$ cat config.mk
export PLATFORM = sky130hd
export DESIGN_NAME = jt900h_fetch
export DESIGN_NICKNAME = d
export VERILOG_FILES = /design/src/rtl/jt900h_fetch_pkg.sv /design/src/rtl/jt900h_pfq.sv /design/src/rtl/jt900h_fetch.sv
export SDC_FILE = /design/constraint.sdc
export NUM_CORES = 1
export LEC_CHECK = 0
export CAP_MARGIN = 20
export CORE_MARGIN = 10
export CORE_UTILIZATION = 25
export DETAILED_ROUTE_END_ITERATION = 10
export DONT_BUFFER_PORTS = 1
export PLACE_DENSITY = 0.43
export SYNTH_ARGS = -nofsm -noshare
export SYNTH_HDL_FRONTEND = slang
export SYNTH_SLANG_ARGS = --single-unit
$ cat constraint.sdc
create_clock -name clk -period 5.55 [get_ports clk]
set_clock_uncertainty 0.1 [all_clocks]
set_input_delay 0.8325 -clock clk [delete_from_list [all_inputs] [get_ports clk]]
set_output_delay 0.8325 -clock clk [all_outputs]
set_load 0.005 [all_outputs]
$ cat src/rtl/jt900h_fetch_pkg.sv
// Shared constants for the 900H instruction prefetch front end:
// fetch size encodings, fetch FSM state codes and the default reset PC.
package jt900h_fetch_pkg;

    localparam logic [23:0] DEF_RST_PC = 24'hFF0000;

    localparam logic [1:0] FSEL_1B = 2'd0;
    localparam logic [1:0] FSEL_2B = 2'd1;
    localparam logic [1:0] FSEL_3B = 2'd2;
    localparam logic [1:0] FSEL_4B = 2'd3;

    typedef enum logic [1:0] {
        ST_IDLE    = 2'd0,
        ST_REQ     = 2'd1,
        ST_DISCARD = 2'd2
    } fetch_state_t;

    function automatic logic [2:0] fsel_bytes(input logic [1:0] sel);
        logic [2:0] n;
        n = 3'd1;
        case (sel)
            FSEL_1B: n = 3'd1;
            FSEL_2B: n = 3'd2;
            FSEL_3B: n = 3'd3;
            FSEL_4B: n = 3'd4;
            default: n = 3'd1;
        endcase
        return n;
    endfunction

endpackage

$ cat src/rtl/jt900h_pfq.sv
// Prefetch byte queue: circular buffer taking 1 or 2 bytes per push,
// releasing 1-4 bytes per pop and exposing the four head bytes.
module jt900h_pfq #(
    parameter int QDEPTH = 8
)(
    input  logic                     clk,
    input  logic                     rst,
    input  logic                     cen,
    input  logic                     flush,
    input  logic                     push,
    input  logic                     push_hi,
    input  logic [15:0]              din,
    input  logic                     pop,
    input  logic [2:0]               pop_n,
    output logic [$clog2(QDEPTH):0]  count,
    output logic [31:0]              op
);
    localparam int AW = $clog2(QDEPTH);

    logic [7:0]    mem [QDEPTH];
    logic [AW-1:0] rd_ptr;
    logic [AW-1:0] wr_ptr;
    logic [AW:0]   push_amt;
    logic [AW:0]   pop_amt;

    always_comb begin
        push_amt = '0;
        pop_amt  = '0;
        if (push) push_amt = push_hi ? (AW+1)'(1) : (AW+1)'(2);
        if (pop)  pop_amt  = (AW+1)'(pop_n);
    end

    // Pointers wrap naturally because QDEPTH is a power of two
    always_ff @(posedge clk or posedge rst) begin
        if (rst) begin
            rd_ptr <= '0;
            wr_ptr <= '0;
            count  <= '0;
        end else if (cen) begin
            if (flush) begin
                rd_ptr <= '0;
                wr_ptr <= '0;
                count  <= '0;
            end else begin
                rd_ptr <= rd_ptr + AW'(pop_amt);
                wr_ptr <= wr_ptr + AW'(push_amt);
                count  <= count + push_amt - pop_amt;
            end
        end
    end

    always_ff @(posedge clk) begin
        if (cen && push && !flush) begin
            if (push_hi) begin
                mem[wr_ptr] <= din[15:8];
            end else begin
                mem[wr_ptr]            <= din[7:0];
                mem[wr_ptr + AW'(1)]   <= din[15:8];
            end
        end
    end

    always_comb begin
        op = '0;
        for (int i = 0; i < 4; i++) begin
            op[8*i +: 8] = mem[rd_ptr + AW'(i)];
        end
    end

endmodule

$ cat src/rtl/jt900h_fetch.sv
// Instruction fetch unit: keeps the prefetch queue topped up from a 16-bit
// bus and tracks the PC of the head byte. QDEPTH must be a power of two >= 4.
module jt900h_fetch import jt900h_fetch_pkg::*; #(
    parameter logic [23:0] RST_PC = DEF_RST_PC,
    parameter int          QDEPTH = 8
)(
    input  logic        clk,
    input  logic        rst,
    input  logic        cen,
    input  logic        inc_pc,
    input  logic [1:0]  fetch_sel,
    input  logic        pc_load,
    input  logic [23:0] pc_nx,
    output logic [7:0]  md,
    output logic [31:0] op,
    output logic [23:0] pc,
    output logic        mem_busy,
    output logic [23:0] bus_addr,
    output logic        bus_rd,
    input  logic [15:0] bus_din,
    input  logic        bus_ack
);
    localparam int          AW         = $clog2(QDEPTH);
    localparam logic [AW:0] FILL_LIMIT = (AW+1)'(QDEPTH - 2);

    fetch_state_t state, state_nx;
    logic [23:0]  faddr;
    logic [AW:0]  count;
    logic [2:0]   pop_n;
    logic         push;
    logic         pop;

    always_comb begin
        pop_n    = fsel_bytes(fetch_sel);
        mem_busy = count < (AW+1)'(pop_n);
        pop      = inc_pc && !mem_busy && !pc_load;
        push     = 1'b0;
        bus_rd   = 1'b0;
        state_nx = state;
        case (state)
            ST_IDLE: begin
                if (!pc_load && count <= FILL_LIMIT) state_nx = ST_REQ;
            end
            ST_REQ: begin
                bus_rd = 1'b1;
                // A jump kills the outstanding read; a same-cycle ack is simply dropped
                if (pc_load) begin
                    state_nx = bus_ack ? ST_IDLE : ST_DISCARD;
                end else if (bus_ack) begin
                    push     = 1'b1;
                    state_nx = ST_IDLE;
                end
            end
            ST_DISCARD: begin
                bus_rd = 1'b1;
                if (bus_ack) state_nx = ST_IDLE;
            end
            default: state_nx = ST_IDLE;
        endcase
    end

    // bus_addr is latched at request issue so it stays put even if a jump
    // moves faddr while the stale read is still outstanding
    always_ff @(posedge clk or posedge rst) begin
        if (rst) begin
            state    <= ST_IDLE;
            pc       <= RST_PC;
            faddr    <= RST_PC;
            bus_addr <= {RST_PC[23:1], 1'b0};
        end else if (cen) begin
            state <= state_nx;
            if (pc_load) begin
                pc    <= pc_nx;
                faddr <= pc_nx;
            end else begin
                if (pop)  pc    <= pc + 24'(pop_n);
                if (push) faddr <= {faddr[23:1] + 23'd1, 1'b0};
            end
            if (state == ST_IDLE && state_nx == ST_REQ) bus_addr <= {faddr[23:1], 1'b0};
        end
    end

    jt900h_pfq #(.QDEPTH(QDEPTH)) u_pfq (
        .clk     (clk),
        .rst     (rst),
        .cen     (cen),
        .flush   (pc_load),
        .push    (push),
        .push_hi (faddr[0]),
        .din     (bus_din),
        .pop     (pop),
        .pop_n   (pop_n),
        .count   (count),
        .op      (op)
    );

    assign md = op[7:0];

endmodule

# After elaboration in Yosys (flattened, before gate mapping)
# Memories as Yosys holds them, arrays and structs flattened.
# Index checks and enable logic that the tools add are counted.
classes:
  bitwise_logic: 1
  muxes: 27
  order_cmp: 2
  n_eq_ne: 6
  n_reduce_logical: 16
  n_addsub: 10
op_table:
  columns: ["cell", "n"]
  rows:
  - ["$mux W24", 4]
  - ["$add A24 B3 Y24", 1]
  - ["$add A23 B1 Y23 const B", 1]
  - ["$pmux W3 S4", 1]
  - ["$mux W1", 10]
  - ["$mux W2", 5]
  - ["$mux W3", 3]
  - ["$mux W4", 2]
  - ["$mux W8", 1]
  - ["$add A3 B1 Y3 const B", 2]
  - ["$add A3 B2 Y3 const B", 2]
  - ["$add A3 B3 Y3", 2]
  - ["$eq A2 B1 Y1 const B", 3]
  - ["$eq A2 B2 Y1 const B", 3]
  - ["$logic_and A1 B1 Y1", 6]
  - ["$pmux W2 S3", 1]
  - ["$reduce_and A2 Y1", 3]
  - ["$add A4 B4 Y4", 1]
  - ["$le A4 B3 Y1 const B", 1]
  - ["$logic_not A2 Y1", 2]
  - ["$lt A4 B3 Y1", 1]
  - ["$reduce_bool A2 Y1", 2]
  - ["$sub A4 B3 Y4", 1]
  - ["$logic_not A1 Y1", 2]
  - ["other kinds (2)", 2]
totals:
  ram_bits: 64
  out_inout_bits: 90
  reg_bits: 83
  mem_count: 1
  inputBits: 48
mem_list:
  columns: ["name", "depth", "word_bits", "read_ports", "rd_clocked_by_memory_dff", "wr", "line", "rtl"]
  rows:
  - ["u_pfq.mem", 8, 8, 4, 0, 2, "jt900h_pfq.sv:20", "logic [7:0] mem [QDEPTH];"]

# Depth between registers and ports, before layout
# Gate-level depths: netlist of run 1.
depth:
  word_depth: 9
  ltp_mapped: 17
  depth_no_buf: 17

# Cells and area by module
# A second synthesis of run 1 with hierarchy kept.
unflattened:
  cells_unflattened: 928
  hier_area_um2: 9396.5
by_module_without_submodules:
  columns: ["module", "area_each_um2", "instances", "cells_each", "seq_area_each_um2"]
  rows:
  - ["jt900h_pfq", 5097.4, 1, 472, 2172.1]
  - ["jt900h_fetch", 4299.1, 1, 456, 1856.8]

# Worst setup path before layout of run 1
# Ideal clock, no wire load.
synth_path:
  path_type: "input to register"
  start: "input fetch_sel[0]"
  end: "register u_pfq.count[3]"
  setup_slack_ps: 1407
  t_required_ps: 5321
  stages: 16
  arrival_ps: 3914
  setup_time_ps: 129
  cell_sequence: "ha_1 > inv_1 > ha_1 > a211o_1 > a22oi_2 > nor2_1 > nand2_1 > inv_1 > fa_1 > inv_1 > ha_1 > a21o_1 > a21oi_1 > xor2_1 > mux2i_1 > o2bb2ai_1"
synth_via:
  elab_chain_cells: 9
  elab_cells_between_ends: 12
  cone_classes: "add/sub: 1; order compare: 1; eq/ne: 3; mux: 3; reduce/logical: 4"
synth_lines:
  columns: ["item", "line", "rtl"]
  rows:
  - ["start, declared", "jt900h_fetch.sv:11", "input logic [1:0] fetch_sel,"]
  - ["$eq A2 B2 Y1, or another cell as far along", "jt900h_fetch_pkg.sv:21", "case (sel)"]
  - ["$pmux W3 S4 (*)", "jt900h_fetch_pkg.sv:21", null]
  - ["$lt A4 B3 Y1", "jt900h_fetch.sv:35", "mem_busy = count < (AW+1)'(pop_n);"]
  - ["$logic_not A1 Y1", "jt900h_fetch.sv:36", "pop = inc_pc && !mem_busy && !pc_load;"]
  - ["$logic_and A1 B1 Y1 (2 in series)", "jt900h_fetch.sv:36", null]
  - ["$mux W3 (*)", "jt900h_pfq.sv:30", "if (pop) pop_amt = (AW+1)'(pop_n);"]
  - ["$sub A4 B3 Y4 (*)", "jt900h_pfq.sv:47", "count <= count + push_amt - pop_amt;"]
  - ["$mux W4 (*)", "jt900h_pfq.sv:40", "if (flush) begin"]
  - ["end signal, assigned", "jt900h_pfq.sv:47", null]
  - ["end, declared", "jt900h_pfq.sv:15", "output logic [$clog2(QDEPTH):0] count,"]
# Every way passes the cells marked *; elsewhere a longest branch is shown, timed or not.
# A chain may end at the register's enable or synchronous reset.

# Worst setup path after layout of run 1
# Same ends and word-level chain as after synthesis.

==> results of run 1 <==
==> cell type report <==
cell class / instances / area (um^2) / share of cell area
Clock buffer: 20 / 489 / 0.0461
Clock inverter: 12 / 116 / 0.0110
Inverter: 42 / 159 / 0.0150
Multi-Input combinational cell: 683 / 5000 / 0.471
Sequential cell: 147 / 4030 / 0.380
Tap cell: 511 / 639 / 0.0602
Timing Repair Buffer: 25 / 188 / 0.0177
==> critical path: cells and delay by family <==
kind            cells  cell delay (ns)
fa+ha+maj           4             1.29
mux                 1             0.20
simple gates        2             0.37
compound gates      5             1.15
buf+inv             3             0.24
xor+xnor            1             0.20
==> kinds of logic after synthesis <==
family / after synthesis
muxes: 125
and+or+nand+nor: 284
other: 1
xor gates and xnor gates: 8
adders and majority gates: 28
DFF: 147
buffers and inverters: 110
AOI/OAI and AO/OA: 237
==> routing by layer <==
layer	wire, um	up-vias	part of all wire
met4	744	0	0.023
met3	2730	37	0.086
met1	13000	3555	0.41
li1	-	3443	-
met2	15300	206	0.48
met5	0	-	0
==> sequential cells by signal, indices dropped and copies added, names as in the netlist <==
signal / cells
bus_addr: 23
faddr: 24
pc: 24
state: 2
u_pfq.count: 4
u_pfq.mem: 64
u_pfq.rd_ptr: 3
u_pfq.wr_ptr: 3
==> final timing paths <==
kind | cells after the start | from | slack [ns] | end
max in group asynchronous | 2 | rst | 4.02 | u_pfq.rd_ptr[0]$_DFFE_PP0P_
min in group clk | 1 | pc_load | 0.38 | u_pfq.count[3]$_DFFE_PP0P_
max reg2reg | 14 | u_pfq.count[2]$_DFFE_PP0P_ | 1.76 | u_pfq.count[3]$_DFFE_PP0P_
min reg2reg | 2 | faddr[22]$_DFFE_PP1P_ | 0.42 | faddr[22]$_DFFE_PP1P_
max | 16 | fetch_sel[0] | 1.49 | u_pfq.count[3]$_DFFE_PP0P_
min | 1 | rst | 0.07 | bus_addr[12]$_DFFE_PP0P_
==> placed cells by master (no fill, tap or decap), types with 15 or more instances in the layout <==
cell | netlist | layout
sky130_fd_sc_hd__nand2_1 | 61 | 61
sky130_fd_sc_hd__o21ai_0 | 46 | 42
sky130_fd_sc_hd__mux4_2 | 22 | 22
sky130_fd_sc_hd__a21oi_1 | 104 | 104
sky130_fd_sc_hd__inv_1 | 39 | 38
sky130_fd_sc_hd__buf_4 | 10 | 25
sky130_fd_sc_hd__nand3_1 | 31 | 31
sky130_fd_sc_hd__mux2_2 | 72 | 72
sky130_fd_sc_hd__nor3_1 | 16 | 15
sky130_fd_sc_hd__nor2_1 | 105 | 104
sky130_fd_sc_hd__ha_1 | 23 | 23
sky130_fd_sc_hd__dfrtp_1 | 59 | 58
sky130_fd_sc_hd__dfstp_2 | 24 | 24
sky130_fd_sc_hd__nand4_1 | 16 | 16
sky130_fd_sc_hd__mux2i_1 | 28 | 28
sky130_fd_sc_hd__edfxtp_1 | 64 | 64
sky130_fd_sc_hd__clkbuf_16 | 0 | 19
==> power by group <==
group | leakage [nW] | total, mW | switching (mW) | internal [mW]
Combinational | 2.01 | 1.39 | 0.777 | 0.614
Sequential | 1.54 | 1.65 | 0.278 | 1.37
Clock | 0.296 | 1.21 | 0.518 | 0.690
Total | 3.85 | 4.25 | 1.57 | 2.67
==> per-stage QoR <==
step | instance area [um^2] | std cells | setup slack, ns | utilization | hold slack [ns]
after floorplan | 9480 | 940 | 1.41 | - | 0.379
after global placement | 10000 | 1408 | 1.12 | 0.266 | 0.407
after detailed placement | 10000 | 1408 | 0.995 | 0.266 | 0.411
after CTS | 10600 | 1440 | 1.49 | 0.283 | 0.0562
after global routing | 10600 | 1440 | 1.21 | 0.283 | 0.0580
final | 10600 | 1440 | 1.49 | 0.283 | 0.0695
==> impl_metrics.prom, run 1 <==
# TYPE chip_impl_metric gauge
chip_impl_info{name="status",value="completed"} 1
chip_impl_metric{name="largest_net_degree_at_the_start_of_global_routing",unit=""} 72
chip_impl_info{name="grt_setup_unrepaired",value="no"} 1
chip_impl_metric{name="use_met3",unit=""} 0.0563
chip_impl_metric{name="synth_edf_count",unit=""} 64
chip_impl_metric{name="worstPathRequired",unit="ns"} 5.79
chip_impl_metric{name="place_congestion",unit=""} 0.782
chip_impl_metric{name="clk-insertion-delay-late",unit="ns"} 0.45
chip_impl_metric{name="synth.mux.area_fraction",unit=""} 0.174
chip_impl_metric{name="worst_slew_margin_rel",unit=""} 0.354
chip_impl_info{name="worst_setup_path_start_kind",value="input port"} 1
chip_impl_metric{name="synth-async-reset-ratio",unit=""} 0.565
chip_impl_metric{name="post_route_wl",unit="mm"} 31.7
chip_impl_metric{name="post_synth.cell_area_avg",unit="um^2"} 10.1
chip_impl_metric{name="cts-hold-fix-buffers",unit=""} 0
chip_impl_metric{name="global_route_wire_length_before_repair",unit="mm"} 47.5
chip_impl_metric{name="postCtsSetupBuffers",unit=""} 0
chip_impl_metric{name="fmaxAchievable",unit="MHz"} 247
chip_impl_metric{name="report.final.slew_viol_count",unit=""} 0
chip_impl_metric{name="clk_pin_slew_worst_paths",unit="ns"} 0.07
chip_impl_metric{name="synth-adder-area-share",unit=""} 0.0409
chip_impl_metric{name="synth.ff_latch_count",unit=""} 147
chip_impl_metric{name="die_width",unit="um"} 215
chip_impl_info{name="gr-max-usage-layer",value="met2"} 1
chip_impl_metric{name="die_area",unit="mm^2"} 0.0461
chip_impl_info{name="netlist_top_cells_area",value="sky130_fd_sc_hd__edfxtp_1, sky130_fd_sc_hd__dfrtp_1, sky130_fd_sc_hd__mux2_2"} 1
chip_impl_metric{name="worst-endpoint-arrival",unit="ns"} 4.29
chip_impl_metric{name="yosysUniqueCellTypes",unit=""} 77
chip_impl_info{name="largest_family_of_logic_cells_by_synthesized_area",value="multiplexers"} 1
chip_impl_info{name="worst_path_max_delay_cell",value="sky130_fd_sc_hd__fa_1"} 1
chip_impl_metric{name="antenna_violating_nets_post_route",unit=""} 0
chip_impl_metric{name="mapped_nets",unit=""} 1016
chip_impl_metric{name="wire_per_inst",unit="um"} 22.0
chip_impl_metric{name="antenna_violations_before_repair",unit=""} 0
chip_impl_metric{name="numPortBuffers",unit=""} 0
chip_impl_info{name="cts_tree",value="done"} 1
chip_impl_metric{name="dp_hpwl",unit="mm"} 23.1
chip_impl_metric{name="ir_worst_vdd",unit="V"} 0.000246
chip_impl_metric{name="area_share_of_and_or_nand_nor_cells_after_synthesis",unit=""} 0.147
chip_impl_metric{name="height_of_the_die",unit="um"} 215
chip_impl_metric{name="floorplan.rows",unit=""} 71
chip_impl_metric{name="netlist.area_leader.share",unit=""} 0.203
chip_impl_metric{name="min_period_over_period",unit=""} 0.731
chip_impl_metric{name="power.total",unit="mW"} 4.25
chip_impl_metric{name="grt_util_all_layers",unit=""} 0.136
chip_impl_metric{name="setup_tns",unit="ns"} 0
chip_impl_metric{name="ctsResizeCount",unit=""} 0
chip_impl_metric{name="cts_htree_levels",unit=""} 4
chip_impl_metric{name="synth-warning-count",unit=""} 0
chip_impl_metric{name="drive_above_1_share",unit=""} 0.212
chip_impl_info{name="synth.largest_area_cell",value="sky130_fd_sc_hd__edfxtp_1"} 1
chip_impl_metric{name="final_hold_viol_count",unit=""} 0
chip_impl_metric{name="tritoncts_num_sinks",unit=""} 147
chip_impl_metric{name="boundaryPins",unit=""} 138
chip_impl_metric{name="filler_cell_count",unit=""} 3911
chip_impl_info{name="setup.worst_path.end_class",value="flop"} 1
chip_impl_metric{name="grtUsageMet2",unit=""} 0.224
chip_impl_info{name="crit_chain",value="ha_1 -> inv_1 -> ha_1 -> a211o_1 -> a22oi_2 -> nor2_1 -> nand2_1 -> inv_1 -> fa_1 -> inv_1 -> ha_1 -> a21o_1 -> a21oi_1 -> xor2_1 -> mux2i_1 -> o2bb2ai_1"} 1
chip_impl_metric{name="cts_buffer_depth",unit=""} 2
chip_impl_info{name="cts.root.buffer_cell",value="sky130_fd_sc_hd__clkbuf_16"} 1
chip_impl_info{name="post_synth_most_frequent_cells",value="sky130_fd_sc_hd__nor2_1, sky130_fd_sc_hd__a21oi_1, sky130_fd_sc_hd__mux2_2"} 1
chip_impl_metric{name="power_per_cell_area",unit="mW/mm^2"} 400
chip_impl_metric{name="synth_seq_area_share",unit=""} 0.425
chip_impl_metric{name="via_count",unit=""} 7241
chip_impl_info{name="yosysMostFrequentCell",value="sky130_fd_sc_hd__nor2_1"} 1
chip_impl_metric{name="floorplan.initialDensity",unit=""} 0.252
chip_impl_metric{name="synth_compound_gate_area_share",unit=""} 0.155
chip_impl_metric{name="synth.cell_area",unit="mm^2"} 0.00948
chip_impl_metric{name="core_area",unit="mm^2"} 0.0376
chip_impl_info{name="main_flop_type_after_synthesis",value="sky130_fd_sc_hd__edfxtp_1"} 1
chip_impl_metric{name="drc",unit=""} 0
chip_impl_metric{name="crit_path_max_fanout",unit=""} 10
chip_impl_metric{name="diodes",unit=""} 0
chip_impl_metric{name="routed_via_density",unit=""} 5.03
chip_impl_metric{name="number_of_global_route_vias_before_repair",unit=""} 7140
chip_impl_metric{name="gr-total-overflow",unit=""} 0
chip_impl_metric{name="cts_made_buffers",unit=""} 17
chip_impl_metric{name="cpPeakStageDelay",unit="ns"} 0.47
chip_impl_metric{name="total_leakage_power",unit="nW"} 3.85
chip_impl_metric{name="signed_area_change_from_the_synthesized_netlist_to_the_final_layout",unit="%"} 12.0
chip_impl_metric{name="setup_viol",unit=""} 0
chip_impl_metric{name="layout.nets",unit=""} 992
chip_impl_metric{name="drtIter0Drc",unit=""} 479
chip_impl_metric{name="yosys.area_share.xor_xnor",unit=""} 0.00739
chip_impl_metric{name="cap_viol_max_count",unit=""} 0
chip_impl_info{name="setup.worst_path.class",value="in -> reg"} 1
chip_impl_metric{name="tightestPinTransition",unit="ns"} 0.969
chip_impl_info{name="min_path_type",value="in -> async"} 1
chip_impl_metric{name="firstDrtPassIters",unit=""} 5
chip_impl_metric{name="use_met1",unit=""} 0.155
chip_impl_metric{name="synthesis.instances",unit=""} 940
chip_impl_metric{name="shortest_clock_period_the_worst_path_allows_after_layout",unit="ns"} 4.06
(Power assumes the default switching activity.)
==> run 2: changes to the inputs <==
clock period = 3.9 ns   (was 5.55 ns; I/O delays follow)
==> run 2 against run 1 <==
Compared with the run above:
- sequential share of layout area fell by 0.36 points
- via count rose by 2.8%
- worst setup slack got worse by 1.1 ns
- non-clock buffer count rose by 15
- die area did not move
- power rose by 42%
- flip-flop and latch count did not move
- combinational power rose by 47%
- highest routed layer unchanged
- register-to-register slack got worse by 1.3 ns
- critical path type is now reg -> out
- global-route usage rose by 0.29 points
==> impl_metrics.prom, run 2 (synthesis gave the netlist of run 1 again) <==
# TYPE chip_impl_metric gauge
chip_impl_info{name="reg2reg_to",value="u_pfq.count[3]$_DFFE_PP0P_"} 1
chip_impl_metric{name="cts_buffer_depth",unit=""} 2
chip_impl_metric{name="sequential_cell_area",unit="mm^2"} 0.00403
chip_impl_metric{name="signed_area_change_from_the_synthesized_netlist_to_the_final_layout",unit="%"} 13.1
chip_impl_metric{name="setup.reg_to_reg.worst_slack",unit="ns"} 0.50
chip_impl_info{name="largest_reg_by_ff_count",value="u_pfq.mem"} 1
chip_impl_metric{name="tritoncts_num_sinks",unit=""} 147
chip_impl_metric{name="post_dp_area",unit="mm^2"} 0.0101
chip_impl_metric{name="whs",unit="ns"} 0.104
chip_impl_metric{name="grt_util_all_layers",unit=""} 0.139
chip_impl_metric{name="global_route_wire_length_before_repair",unit="mm"} 48.6
chip_impl_metric{name="final_hold_viol_count",unit=""} 0
chip_impl_info{name="grt_setup_unrepaired",value="no"} 1
chip_impl_metric{name="number_of_global_route_vias_before_repair",unit=""} 7299
chip_impl_metric{name="worst-endpoint-arrival",unit="ns"} 2.86
chip_impl_metric{name="floorplan.rows",unit=""} 71
chip_impl_metric{name="largest_net_degree_at_the_start_of_global_routing",unit=""} 62
chip_impl_metric{name="dp_hpwl",unit="mm"} 23.4
chip_impl_metric{name="antenna_violations_before_repair",unit=""} 0
chip_impl_metric{name="shortest_clock_period_the_worst_path_allows_after_layout",unit="ns"} 3.55
chip_impl_metric{name="setup_tns",unit="ns"} 0
chip_impl_info{name="reg.largest.list",value="u_pfq.mem x64, faddr x24, pc x24"} 1
chip_impl_info{name="worst_r2r_startpoint",value="u_pfq.count[2]$_DFFE_PP0P_"} 1
chip_impl_metric{name="power.total",unit="mW"} 6.05
chip_impl_metric{name="firstDrtPassIters",unit=""} 5
chip_impl_metric{name="tightestPinTransition",unit="ns"} 0.976
chip_impl_metric{name="cts_htree_levels",unit=""} 4
chip_impl_metric{name="power_per_cell_area",unit="mW/mm^2"} 564
chip_impl_metric{name="height_of_the_die",unit="um"} 215
chip_impl_info{name="cts_tree",value="done"} 1
chip_impl_info{name="status",value="completed"} 1
chip_impl_metric{name="die_width",unit="um"} 215
chip_impl_metric{name="floorplan.initialDensity",unit=""} 0.252
chip_impl_metric{name="worst_slew_margin_rel",unit=""} 0.350
chip_impl_metric{name="cts-hold-fix-buffers",unit=""} 0
chip_impl_metric{name="layout.nets",unit=""} 1007
chip_impl_metric{name="drtIter0Drc",unit=""} 547
chip_impl_metric{name="gr-total-overflow",unit=""} 0
chip_impl_metric{name="diodes",unit=""} 0
chip_impl_info{name="setup.worst_path.class",value="reg -> out"} 1
chip_impl_metric{name="clk_pin_slew_worst_paths",unit="ns"} 0.07
chip_impl_metric{name="worstPathRequired",unit="ns"} 3.21
chip_impl_metric{name="drc",unit=""} 0
chip_impl_metric{name="ctsResizeCount",unit=""} 0
chip_impl_metric{name="worst_r2r_path_depth",unit=""} 14
chip_impl_metric{name="largest_register_ff_count",unit=""} 64
chip_impl_metric{name="die_area",unit="mm^2"} 0.0461
chip_impl_metric{name="postCtsSetupBuffers",unit=""} 0
chip_impl_metric{name="post_route_wl",unit="mm"} 32.3
chip_impl_metric{name="core_area",unit="mm^2"} 0.0376
chip_impl_metric{name="place_congestion",unit=""} 0.783
chip_impl_metric{name="fin_area",unit="mm^2"} 0.0107
chip_impl_info{name="min_path_type",value="in -> async"} 1
chip_impl_metric{name="crit_path_max_fanout",unit=""} 10
chip_impl_metric{name="report.final.slew_viol_count",unit=""} 0
chip_impl_metric{name="ir_worst_vdd",unit="V"} 0.000345
chip_impl_metric{name="numPortBuffers",unit=""} 0
chip_impl_metric{name="area_of_combinational_cells_with_multiple_inputs",unit="mm^2"} 0.00499
chip_impl_metric{name="boundaryPins",unit=""} 138
chip_impl_metric{name="antenna_violating_nets_post_route",unit=""} 0
chip_impl_metric{name="cts_made_buffers",unit=""} 17
chip_impl_info{name="commonest_cells_after_routing_fill_and_taps_aside",value="sky130_fd_sc_hd__a21oi_1, sky130_fd_sc_hd__nor2_1, sky130_fd_sc_hd__mux2_2"} 1
chip_impl_metric{name="setup_viol",unit=""} 0
chip_impl_metric{name="cap_viol_max_count",unit=""} 0
chip_impl_metric{name="wire_per_inst",unit="um"} 22.2
chip_impl_metric{name="drive_above_1_share",unit=""} 0.222
chip_impl_metric{name="clk-insertion-delay-late",unit="ns"} 0.45
chip_impl_info{name="worst_setup_path_start_kind",value="flop"} 1
chip_impl_metric{name="fmaxAchievable",unit="MHz"} 282
chip_impl_metric{name="routed_via_density",unit=""} 5.12
chip_impl_info{name="cts.root.buffer_cell",value="sky130_fd_sc_hd__clkbuf_16"} 1
chip_impl_metric{name="filler_cell_count",unit=""} 3889
chip_impl_info{name="setup.worst_path.end_class",value="primary output"} 1
chip_impl_metric{name="total_leakage_power",unit="nW"} 3.91
chip_impl_metric{name="min_period_over_period",unit=""} 0.910
chip_impl_metric{name="via_count",unit=""} 7445
[run 2: layout make-up]
cell class / count / area share
Clock buffer: 24 / 0.0493
Multi-Input combinational cell: 683 / 0.465
Sequential cell: 147 / 0.376
Tap cell: 511 / 0.0596
Clock inverter: 8 / 0.00572
Timing Repair Buffer: 40 / 0.0292
Inverter: 42 / 0.0148
[run 2: metrics by stage]
stage | setup slack [ns] | util | instances
after floorplan | 0.00426 | - | 940
after global placement | 0.127 | 0.270 | 1423
after detailed placement | 0.112 | 0.270 | 1423
after CTS | 0.309 | 0.285 | 1455
after global routing | 0.195 | 0.285 | 1455
final | 0.352 | 0.285 | 1455
[run 2: critical path, cell delays in order, from the launching register on]
cell                       delay (ns)
sky130_fd_sc_hd__dfrtp_1         0.65
sky130_fd_sc_hd__clkinv_1        0.18
sky130_fd_sc_hd__ha_1            0.31
sky130_fd_sc_hd__buf_4           0.22
sky130_fd_sc_hd__clkinv_1        0.43
sky130_fd_sc_hd__mux4_2          0.63
[run 2: how the worst max path moves through the flow]
stage	startpoint	to	cells after the start
2_1_floorplan	fetch_sel[0]	u_pfq.count[3]$_DFFE_PP0P_	16
3_3_place_gp	fetch_sel[0]	u_pfq.count[3]$_DFFE_PP0P_	17
3_5_place_dp	fetch_sel[0]	u_pfq.count[3]$_DFFE_PP0P_	17
4_1_cts	u_pfq.rd_ptr[1]$_DFFE_PP0P_	op[31]	5
5_1_grt	u_pfq.rd_ptr[1]$_DFFE_PP0P_	op[31]	5
6_report	u_pfq.rd_ptr[1]$_DFFE_PP0P_	op[31]	5
[run 2: power breakdown]
part,switching (mW),internal [mW]
sequential,0.401,1.95
combinational,1.13,0.912
clock,0.705,0.954
total,2.23,3.82
[run 2: layer usage]
metal  vias to the layer above  part of all wire  global-route usage
met5                         -                 0                   0
met4                         0             0.017              0.0449
met3                        26             0.082              0.0480
met2                       229              0.48               0.227
met1                      3716              0.42               0.168
li1                       3474                 -                   -
